<file path="config.mk">
export PLATFORM = sky130hd
export DESIGN_NAME = conv_mac_engine
export DESIGN_NICKNAME = d
export VERILOG_FILES = /design/src/rtl/conv_mac_engine.sv
export SDC_FILE = /design/constraint.sdc
export NUM_CORES = 1
export LEC_CHECK = 0
export BUFFER_PORTS_ARGS = -buffer_cell sky130_fd_sc_hd__buf_2
export CAP_MARGIN = 20
export CORE_AREA = 2 2 169 171
export CTS_CLUSTER_SIZE = 40
export DETAILED_ROUTE_END_ITERATION = 8
export DIE_AREA = 0 0 171 173
export SLEW_MARGIN = 20
export SYNTH_ARGS = -nofsm -noshare
export SYNTH_HDL_FRONTEND = slang
export SYNTH_SLANG_ARGS = --single-unit
export TNS_END_PERCENT = 1
</file>
<file path="constraint.sdc">
create_clock -name clk -period 7.4 [get_ports clk]
set_input_delay 0.37 -clock clk [delete_from_list [all_inputs] [get_ports clk]]
set_output_delay 0.37 -clock clk [all_outputs]
set_load 0.05 [all_outputs]
</file>
<file path="src/rtl/conv_mac_engine.sv">
// conv_mac_engine
//   Sequential convolution multiply-accumulate engine. Each accepted beat
//   carries one K x K patch and its kernel for one input channel; the engine
//   adds one tap product per clock. After CH beats the accumulated value
//   (bias + all products) is saturated to OW bits, optionally ReLU-clamped,
//   and presented on a valid/ready output.
//
// Parameters
//   K        kernel edge size (K*K taps)
//   DW       signed pixel / weight width
//   CH       input channels accumulated per output pixel
//   OW       signed output width (OW <= AW)
//   RELU_EN  1: negative results are clamped to zero
//
// Ports
//   clk        rising-edge clock
//   rst        asynchronous active-high reset
//   in_valid   a channel beat is offered
//   in_ready   engine can accept a beat (high only in IDLE)
//   in_patch   signed pixels, tap t = row*K+col in bits [t*DW +: DW]
//   in_kernel  signed weights, same packing as in_patch
//   in_bias    signed bias, used only on the first beat of a pixel
//   out_valid  out_data holds a result
//   out_ready  downstream accepts the result
//   out_data   saturated (and optionally ReLU-clamped) result
//   busy       high unless idle with no partially accumulated pixel

module conv_mac_engine #(
  parameter int K       = 3,
  parameter int DW      = 8,
  parameter int CH      = 1,
  parameter int OW      = 16,
  parameter int RELU_EN = 0
) (
  input  logic                 clk,
  input  logic                 rst,
  input  logic                 in_valid,
  output logic                 in_ready,
  input  logic [K*K*DW-1:0]    in_patch,
  input  logic [K*K*DW-1:0]    in_kernel,
  input  logic [2*DW-1:0]      in_bias,
  output logic                 out_valid,
  input  logic                 out_ready,
  output logic [OW-1:0]        out_data,
  output logic                 busy
);

  localparam int NT = K * K;
  // Wide enough for bias plus NT*CH full-scale products, so it never wraps.
  localparam int AW = 2 * DW + $clog2(NT * CH) + 1;
  localparam int TW = (NT > 1) ? $clog2(NT) : 1;
  localparam int CW = (CH > 1) ? $clog2(CH) : 1;

  typedef enum logic [1:0] {
    S_IDLE,
    S_MAC,
    S_OUT
  } state_t;

  state_t                r_state;
  state_t                w_state_next;

  logic [NT*DW-1:0]      r_patch;
  logic [NT*DW-1:0]      r_kernel;
  logic [TW-1:0]         r_tap;
  logic [CW-1:0]         r_ch_cnt;
  logic signed [AW-1:0]  r_acc;
  logic                  r_out_valid;
  logic [OW-1:0]         r_out_data;

  logic                  w_accept;
  logic                  w_last_tap;
  logic                  w_last_ch;
  logic signed [DW-1:0]  w_pix;
  logic signed [DW-1:0]  w_wgt;
  logic signed [2*DW-1:0] w_prod;
  logic signed [AW-1:0]  w_prod_ext;
  logic signed [AW-1:0]  w_bias_ext;
  logic [AW-OW:0]        w_hi;
  logic [OW-1:0]         w_result;

  assign w_accept   = (r_state == S_IDLE) && in_valid;
  assign w_last_tap = (r_tap == TW'(NT - 1));
  assign w_last_ch  = (r_ch_cnt == CW'(CH - 1));

  // One tap per cycle, selected by the tap index from the latched beat.
  assign w_pix      = r_patch[r_tap*DW +: DW];
  assign w_wgt      = r_kernel[r_tap*DW +: DW];
  assign w_prod     = w_pix * w_wgt;
  assign w_prod_ext = {{(AW - 2*DW){w_prod[2*DW-1]}}, w_prod};
  assign w_bias_ext = {{(AW - 2*DW){in_bias[2*DW-1]}}, in_bias};

  // The value fits in OW bits exactly when all bits from OW-1 upward agree.
  assign w_hi = r_acc[AW-1:OW-1];

  always_comb begin
    w_result = r_acc[OW-1:0];
    if (r_acc[AW-1] && !(&w_hi)) begin
      w_result = {1'b1, {(OW-1){1'b0}}};
    end else if (!r_acc[AW-1] && (|w_hi)) begin
      w_result = {1'b0, {(OW-1){1'b1}}};
    end
    if ((RELU_EN != 0) && w_result[OW-1]) begin
      w_result = '0;
    end
  end

  // NOTE: sequential state uses non-blocking assignments so every register
  // samples pre-edge values, independent of process evaluation order.
  always_ff @(posedge clk or posedge rst) begin
    if (rst) begin
      r_state <= S_IDLE;
    end else begin
      r_state <= w_state_next;
    end
  end

  // NOTE: every output of this block gets a default before the case, so no
  // path leaves a signal unassigned and no latch is inferred.
  always_comb begin
    w_state_next = r_state;
    in_ready     = 1'b0;
    unique case (r_state)
      S_IDLE: begin
        in_ready = 1'b1;
        if (in_valid) begin
          w_state_next = S_MAC;
        end
      end
      S_MAC: begin
        if (w_last_tap) begin
          w_state_next = w_last_ch ? S_OUT : S_IDLE;
        end
      end
      S_OUT: begin
        if (r_out_valid && out_ready) begin
          w_state_next = S_IDLE;
        end
      end
      default: w_state_next = S_IDLE;
    endcase
  end

  // NOTE: the latched operands are plain data captured on every accept and
  // never read before being written, so they carry no reset.
  always_ff @(posedge clk) begin
    if (w_accept) begin
      r_patch  <= in_patch;
      r_kernel <= in_kernel;
    end
  end

  always_ff @(posedge clk or posedge rst) begin
    if (rst) begin
      r_tap       <= '0;
      r_ch_cnt    <= '0;
      r_acc       <= '0;
      r_out_valid <= 1'b0;
      r_out_data  <= '0;
    end else begin
      unique case (r_state)
        S_IDLE: begin
          if (in_valid) begin
            r_tap <= '0;
            // Bias seeds the accumulator only on the first channel beat.
            if (r_ch_cnt == '0) begin
              r_acc <= w_bias_ext;
            end
          end
        end
        S_MAC: begin
          r_acc <= r_acc + w_prod_ext;
          if (!w_last_tap) begin
            r_tap <= r_tap + TW'(1);
          end else if (!w_last_ch) begin
            r_ch_cnt <= r_ch_cnt + CW'(1);
          end
        end
        S_OUT: begin
          // First OUT cycle registers the finished result; afterwards the
          // result is held until the consumer takes it.
          if (!r_out_valid) begin
            r_out_valid <= 1'b1;
            r_out_data  <= w_result;
          end else if (out_ready) begin
            r_out_valid <= 1'b0;
            r_ch_cnt    <= '0;
          end
        end
        default: ;
      endcase
    end
  end

  assign out_valid = r_out_valid;
  assign out_data  = r_out_data;
  assign busy      = !((r_state == S_IDLE) && (r_ch_cnt == '0));

endmodule

</file>
* Word level (Yosys, flattened, before mapping)
Index checks and enable logic that the tools add are counted.
** Storage, ports and cells
- Register bits after elaboration :: 189
- Input bits :: 164
- Output and inout port bits :: 19
- Logic and storage cells :: 65
** Cells by class
- Add/subtract/negate cells :: 3
- $mul :: 1
- Equal/unequal tests :: 10
- Shift-type cells :: 2
- Muxes and demuxes :: 21
- Bitwise logic cells :: 2
- Reductions and logical operators :: 18
** Operator list (number)
- variable part select 72 x 8 -> 8 bit :: 2
- two-way mux 21 bit :: 2
- one-hot mux 21 bit (2 select lines) :: 1
- two-way mux 16 bit :: 2
- adder 21 x 16 -> 21 bit :: 1
- multiplier 8 x 8 -> 16 bit :: 1
- != test 2 bit (second input constant) :: 7
- AND reduction 3 bit :: 3
- two-way mux 2 bit :: 4
- two-way mux 4 bit :: 2
- one-hot mux 4 bit (2 select lines) :: 1
- two-way mux 1 bit :: 7
- one-hot mux 2 bit (3 select lines) :: 1
- AND reduction 6 bit :: 1
- OR reduction 6 bit :: 1
- logical AND 1 bit :: 5
- adder 4 x 1 -> 4 bit (second input constant) :: 1
- equality test 4 bit (second input constant) :: 1
- AND reduction 4 bit :: 1
- nonzero test 2 bit :: 2
- logical NOT 1 bit :: 3
- equality test 2 x 1 -> 1 bit (second input constant) :: 1
- equality test 2 bit (second input constant) :: 1
- logical NOT 2 bit :: 1
- other kinds (4) :: 5

* Logic depth before layout (Yosys ltp)
Gate-level depths: netlist of the first run.
- Depth after elaboration :: 4
- Depth in mapped cells :: 23
- Gate-level depth less buffers :: 21

* Least setup slack after synthesis of the first run
No wires, ideal clock.
- Path type :: register -> register
- Start :: register r_tap[0]
- End :: register r_acc[16]
- Arrival :: 6.394 ns
- Data required time :: 7.263 ns
- Slack :: 0.870 ns
- Cell stages (with the launch flop) :: 21
- Clock period less this slack :: 6.530 ns
- Path through :: dfrtp_1 -> buf_6 -> nor4b_4 -> nand2_1 -> o21ai_2 -> inv_1 -> nor2_1 -> inv_1 -> fa_1 -> inv_1 -> fa_1 -> fa_1 -> fa_1 -> fa_1 -> ha_1 -> o21ai_0 -> o21ai_0 -> a21boi_1 -> o21ai_0 -> xnor2_1 -> a21oi_1
** Between the ends
- Word-level cells in the longest chain between the ends :: 4
** Ends and longest elaborated chain
- from (decl) :: line 65 : logic [TW-1:0] r_tap;
- from (signal assigned) :: line 174 : r_tap <= r_tap + TW'(1);
- variable part select 72 x 8 -> 8 bit, on equally long branches :: line 87, 88
- multiplier 8 x 8 -> 16 bit (*) :: line 89 : assign w_prod = w_pix * w_wgt;
- adder 21 x 16 -> 21 bit (*) :: line 172 : r_acc <= r_acc + w_prod_ext;
- one-hot mux 21 bit (2 select lines) (*) :: line 161 : unique case (r_state)
- to (signal assigned) :: line 167 : r_acc <= w_bias_ext;
- to (signal assigned) :: line 172
- to (decl) :: line 67 : logic signed [AW-1:0] r_acc;
Mark *: on every way between the ends. The rest lies on a longest branch, timed or not.
A chain may end at the register's enable or synchronous reset.

* Worst setup path after layout of the first run
Same ends and word-level chain as after synthesis.

==> impl_metrics.env, run 1 <==
export IMPL_outcome="completed"
export IMPL_grt_setup_unrepaired="false"
export IMPL_yosysSeqAreaShare_pct=48.3
export IMPL_synth_top_area_share_pct=38.5
export IMPL_crit_path_start_kind="flop"
export IMPL_hold_class="in2async"
export IMPL_top_usage_layer="met1"
export IMPL_grt_remaining_overflow=0
export IMPL_synth_common_cells="edfxtp_1, inv_1, fa_1, nor2_1, nand2_1"
export IMPL_cts_tree="done"
export IMPL_syn_nets=1145
export IMPL_n_fill_cell=2539
export IMPL_cts_resized=0
export IMPL_wirelength_um=22900
export IMPL_gp_congestion=0.817
export IMPL_drt_antenna_violating_nets=0
export IMPL_critPathMaxStageDelay_ns=0.73
export IMPL_die_h_um=173
export IMPL_clock_latency_ns=0.44
export IMPL_synth_most_common_cell="edfxtp_1"
export IMPL_fmaxAchievable_mhz=149
export IMPL_grt_use_met2_pct=24.4
export IMPL_nNetsFinal=1329
export IMPL_drive_gt1_share_pct=27.3
export IMPL_reg2reg_slack_ns=0.68
export IMPL_syn_area_per_cell_um2=13.4
export IMPL_final_util_pct=47.5
export IMPL_period_share_pct=90.9
export IMPL_synth_top_cell_by_area="edfxtp_1"
export IMPL_path_clk_slew_ns=0.07
export IMPL_port_buffers=182
export IMPL_met3_usage_pct=3.94
export IMPL_skew_ns=0.0191
export IMPL_drc=0
export IMPL_synthFlopType="edfxtp_1"
export IMPL_drt_iter0_drc=371
export IMPL_cts_made_buffers=17
export IMPL_root_buffer="clkbuf_16"
export IMPL_clkSinkCount=188
export IMPL_multi_input_area_mm2=0.00528
export IMPL_core_rowCount=61
export IMPL_cpMaxStageDelayCell="dfrtp_2"
export IMPL_ys_ff_latch=188
export IMPL_grt_usage_pct=16.6
export IMPL_coreArea_mm2=0.0276
export IMPL_cpMostUsedCell="fa_1"
export IMPL_fin_crit_ns=6.72
export IMPL_grt_pass1_wl_um=38100
export IMPL_setup_viol=0
export IMPL_vias=6796
export IMPL_place_hpwl_um=17700
export IMPL_ctsLongestPathBuffers=2
export IMPL_die_area_mm2=0.0296
export IMPL_cap_violations=0
export IMPL_syn_area_mm2=0.0112
export IMPL_tightestPinTransition_ns=1.04
export IMPL_whs_ns=0.0612
export IMPL_place_area_mm2=0.0126
export IMPL_antenna_found_initial=3
export IMPL_hold_violations=0
export IMPL_path_cells="buf_4 > mux4_2 > mux2i_1 > nor2_1 > a21oi_4 > nor2_1 > fa_1 > inv_1 > fa_1 > inv_1 > fa_1 > fa_1 > fa_1 > ha_1 > o21ai_0 > o21ai_0 > a21boi_1 > o21ai_0 > xnor2_1 > a21oi_1"
export IMPL_drt_pass1_iter_count=6
export IMPL_end_kind="flop"
export IMPL_synth_cells=839
export IMPL_routed_via_density=4.80
export IMPL_crit_type="reg2reg"
export IMPL_yosys_top_cells_area="edfxtp_1, fa_1, dfrtp_1, mux4_2, ha_1"
export IMPL_syn_to_final_growth_pct=16.9
export IMPL_grt_pass1_vias=7234
export IMPL_critPathMaxFanout=17
export IMPL_slew_headroom_pct=30.5
export IMPL_cp_required_ns=7.67
export IMPL_cts_setup_buffers=0
export IMPL_seqCellArea_mm2=0.00543
export IMPL_final_setup_tns_ns=0
export IMPL_cp_data_arrival_time_ns=7.00
export IMPL_start_util_pct=40.6
export IMPL_async_reset_ff_share_pct=23.4
export IMPL_ys_warn_count=0
export IMPL_use_met1_pct=24.6
export IMPL_synth_edf_count=144
export IMPL_final_area_mm2=0.0131
export IMPL_dieWidth_um=171
export IMPL_wl_per_cell_um=16.2
export IMPL_io_pins=183
export IMPL_slew_viol_final=0
export IMPL_synth_cell_types=51
export IMPL_htreeDepth=4
export IMPL_grt_max_degree=75
export IMPL_holdBufCountCts=0
==> final timing paths <==
| path | startpoint | depth (start not counted) | endpoint |
|---|---|---|---|
| worst min-delay path | rst | 3 | out_data[15] |
| worst max-delay path | r_tap[0] | 20 | r_acc[16] |
| min in group clk | in_patch[41] | 1 | r_patch[41] |
| max in group asynchronous | rst | 3 | r_tap[0] |
| worst min register to register | out_data[4] | 2 | out_data[4] |
| worst max register to register | r_tap[0] | 20 | r_acc[16] |
==> layout by cell type (no fill, tap or decap), types with 4 or more instances in the layout <==
| master | instances |
|---|---|
| a21oi_2 | 4 |
| nand2b_1 | 13 |
| ha_1 | 50 |
| mux2i_1 | 19 |
| inv_8 | 4 |
| fa_1 | 92 |
| nor2_1 | 67 |
| xnor2_1 | 17 |
| clkbuf_16 | 17 |
| buf_2 | 182 |
| buf_4 | 12 |
| nand3_1 | 6 |
| o21ai_0 | 51 |
| a21oi_4 | 8 |
| nor2b_1 | 13 |
| a21o_1 | 5 |
| nor3_1 | 6 |
| dfrtp_1 | 42 |
| a211oi_1 | 9 |
| inv_1 | 97 |
| a21oi_1 | 26 |
| a31oi_1 | 8 |
| o211ai_1 | 4 |
| nand2_1 | 53 |
| xor2_1 | 5 |
| mux4_2 | 32 |
| edfxtp_1 | 144 |
==> per-layer routing <==
layer | vias to the layer above | wire length, um
met5 | - | 13
met4 | 2 | 331
met3 | 25 | 1320
met2 | 195 | 9950
met1 | 3282 | 11300
li1 | 3292 | -
==> cell families after synthesis <==
| family | Yosys count | synth area share (%) |
|---|---|---|
| adders and majority gates | 142 | 22.0 |
| muxes | 52 | 8.21 |
| xor gates and xnor gates | 22 | 1.72 |
| DFF | 188 | 48.3 |
| AOI/OAI and AO/OA | 131 | 7.91 |
| buffers and inverters | 128 | 4.70 |
| and+or+nand+nor | 176 | 7.19 |
==> sequential cells by signal (all words and copies together) (netlist names) <==
register and count:
r_acc 21, r_kernel 72, r_patch 72, out_valid 1, r_state 2, r_tap 4
out_data 16
==> layout make-up <==
class / count / area share [%]
antenna: 3 / 0.0572
clock buffer: 19 / 3.30
tap: 378 / 3.60
inverter: 99 / 2.83
clock inverter: 13 / 1.00
timing repair buffer: 194 / 7.62
sequential: 188 / 41.3
multi-input combinational: 523 / 40.2
==> critical path, delay by kind of cell, from the launching register on <==
kind                       cells  cell delay (ns)
and+or+nand+nor                2             0.19
DFF                            1             0.73
AOI/OAI and AO/OA              6             1.40
muxes                          2             0.71
adders and majority gates      6             2.83
xor gates and xnor gates       1             0.20
buffers and inverters          3             0.49
==> per-stage QoR <==
| stage | instances | setup slack (ns) |
|---|---|---|
| floorplan | 839 | 0.870 |
| global placement | 1382 | 0.805 |
| detailed placement | 1382 | 0.720 |
| CTS | 1414 | 0.722 |
| global route | 1415 | 0.155 |
| finish | 1417 | 0.675 |
Power of run 1 is left out: the tool's default activity adds up to more than one toggle a clock period on the data nets, which glitch-free logic cannot reach.
==> run 2: changes to the inputs <==
--- a/config.mk
+++ b/config.mk
@@ -5,12 +5,13 @@
 export SDC_FILE = /design/constraint.sdc
 export NUM_CORES = 1
 export LEC_CHECK = 0
-export BUFFER_PORTS_ARGS = -buffer_cell sky130_fd_sc_hd__buf_2
 export CAP_MARGIN = 20
 export CORE_AREA = 2 2 169 171
 export CTS_CLUSTER_SIZE = 40
 export DETAILED_ROUTE_END_ITERATION = 8
 export DIE_AREA = 0 0 171 173
+export DONT_BUFFER_PORTS = 1
+export SKIP_LAST_GASP = 1
 export SLEW_MARGIN = 20
 export SYNTH_ARGS = -nofsm -noshare
 export SYNTH_HDL_FRONTEND = slang
==> run 2 against run 1 <==
Compared with the run above: routed wire length fell by 2.0%; fmax rose by 3.5%; register-to-register slack better by 0.23 ns; highest routed layer unchanged; first-iteration DRC count shrank 20%; critical endpoint unchanged; worst setup slack improved by 0.23 ns; utilization decreased by 2.3 points; via count shrank 7.9%; cell count is 11% lower; flip-flop and latch count did not move.
==> impl_metrics.env, run 2 (synthesized netlist as in run 1, its figures left out) <==
export IMPL_outcome="completed"
export IMPL_layout_cells_most_common_list="edfxtp_1, inv_1, fa_1, nor2_1, nand2_1"
export IMPL_place_area_mm2=0.0117
export IMPL_cp_data_arrival_time_ns=6.82
export IMPL_grt_pass1_vias=6628
export IMPL_slew_headroom_pct=30.5
export IMPL_io_pins=183
export IMPL_coreArea_mm2=0.0276
export IMPL_final_setup_tns_ns=0
export IMPL_grt_setup_unrepaired="false"
export IMPL_cts_resized=0
export IMPL_clkSinkCount=188
export IMPL_drt_pass1_iter_count=8
export IMPL_syn_to_final_growth_pct=11.2
export IMPL_drive_gt1_share_pct=11.6
export IMPL_n_fill_cell=2552
export IMPL_final_util_pct=45.2
export IMPL_routed_via_density=4.98
export IMPL_grt_usage_pct=16.0
export IMPL_drt_iter0_drc=298
export IMPL_cap_violations=0
export IMPL_hold_violations=0
export IMPL_port_buffers=0
export IMPL_htreeDepth=4
export IMPL_cts_setup_buffers=0
export IMPL_root_buffer="clkbuf_16"
export IMPL_antenna_found_initial=5
export IMPL_clock_latency_ns=0.44
export IMPL_start_util_pct=40.6
export IMPL_gp_congestion=0.828
export IMPL_dieWidth_um=171
export IMPL_diodes=0
export IMPL_holdBufCountCts=1
export IMPL_fmaxAchievable_mhz=154
export IMPL_drt_antenna_violating_nets=0
export IMPL_grt_pass1_wl_um=36000
export IMPL_die_h_um=173
export IMPL_path_clk_slew_ns=0.08
export IMPL_nNetsFinal=1172
export IMPL_final_area_mm2=0.0125
export IMPL_crit_path_start_kind="flop"
export IMPL_fin_crit_ns=6.50
export IMPL_crit_type="reg2reg"
export IMPL_reg_top3="r_kernel: 72 flops, r_patch: 72 flops, r_acc: 21 flops"
export IMPL_cp_required_ns=7.72
export IMPL_hold_class="in2reg"
export IMPL_setup_viol=0
export IMPL_slew_viol_final=0
export IMPL_tightestPinTransition_ns=1.04
export IMPL_wl_per_cell_um=17.9
export IMPL_core_rowCount=61
export IMPL_cts_tree="done"
export IMPL_place_hpwl_um=17200
export IMPL_whs_ns=0.0189
export IMPL_grt_max_degree=84
export IMPL_critPathMaxFanout=36
export IMPL_skew_ns=0.0173
export IMPL_drc=0
export IMPL_ctsLongestPathBuffers=2
export IMPL_cts_made_buffers=17
export IMPL_wirelength_um=22500
export IMPL_end_kind="flop"
export IMPL_vias=6259
export IMPL_final_common_cell="edfxtp_1"
export IMPL_period_share_pct=87.8
export IMPL_die_area_mm2=0.0296
export IMPL_grt_remaining_overflow=0
## run 2: path summary, 6_finish.rpt
check	from	to	slack, ns	cells past startpoint
max	r_tap[1]	r_acc[16]	0.90	17
min	in_patch[68]	r_patch[68]	0.02	0
min in group asynchronous	rst	out_data[15]	0.52	3
max in group asynchronous	rst	r_tap[0]	6.44	3
min reg2reg	r_acc[6]	r_acc[6]	0.55	2
max reg2reg	r_tap[1]	r_acc[16]	0.90	17
## run 2: layout make-up
type	count	area, um2	share of cell area (%)
inverters	99	372	2.98
clock buffers	17	425	3.41
repair buffers	37	353	2.83
clock inverters	15	150	1.20
flip-flops and latches	188	5430	43.5
multi-input cells	523	5280	42.3
well taps	378	473	3.79
## run 2: worst max-delay path, cell delays in order, from the launching register on
cell and delay (ns):
dfrtp_2 0.73, nor4b_4 0.77, buf_12 0.25, a21oi_2 0.14
nor2_1 0.18, buf_4 0.29, fa_1 0.48, fa_1 0.49
fa_1 0.57, fa_1 0.41, ha_1 0.29, ha_1 0.37
a2111oi_0 0.42, o21ai_0 0.25, a21boi_1 0.27, o21ai_0 0.16
xnor2_1 0.18, a21oi_1 0.08
## run 2: through the flow
step	worst slack (ns)	instances
after detailed placement	0.871	1200
after global placement	0.964	1200
after CTS	0.824	1233
final	0.905	1257
after floorplan	0.870	839
after global routing	0.293	1257
## run 2: routing by layer
layer | vias up | track usage (%) | share of wire (%)
met1 | 3080 | 22.1 | 47
met5 | - | 0 | 0.12
li1 | 2971 | - | -
met3 | 21 | 6.00 | 7.2
met2 | 183 | 24.0 | 45
met4 | 4 | 3.53 | 1.0
Power of run 2 is left out for the same reason.
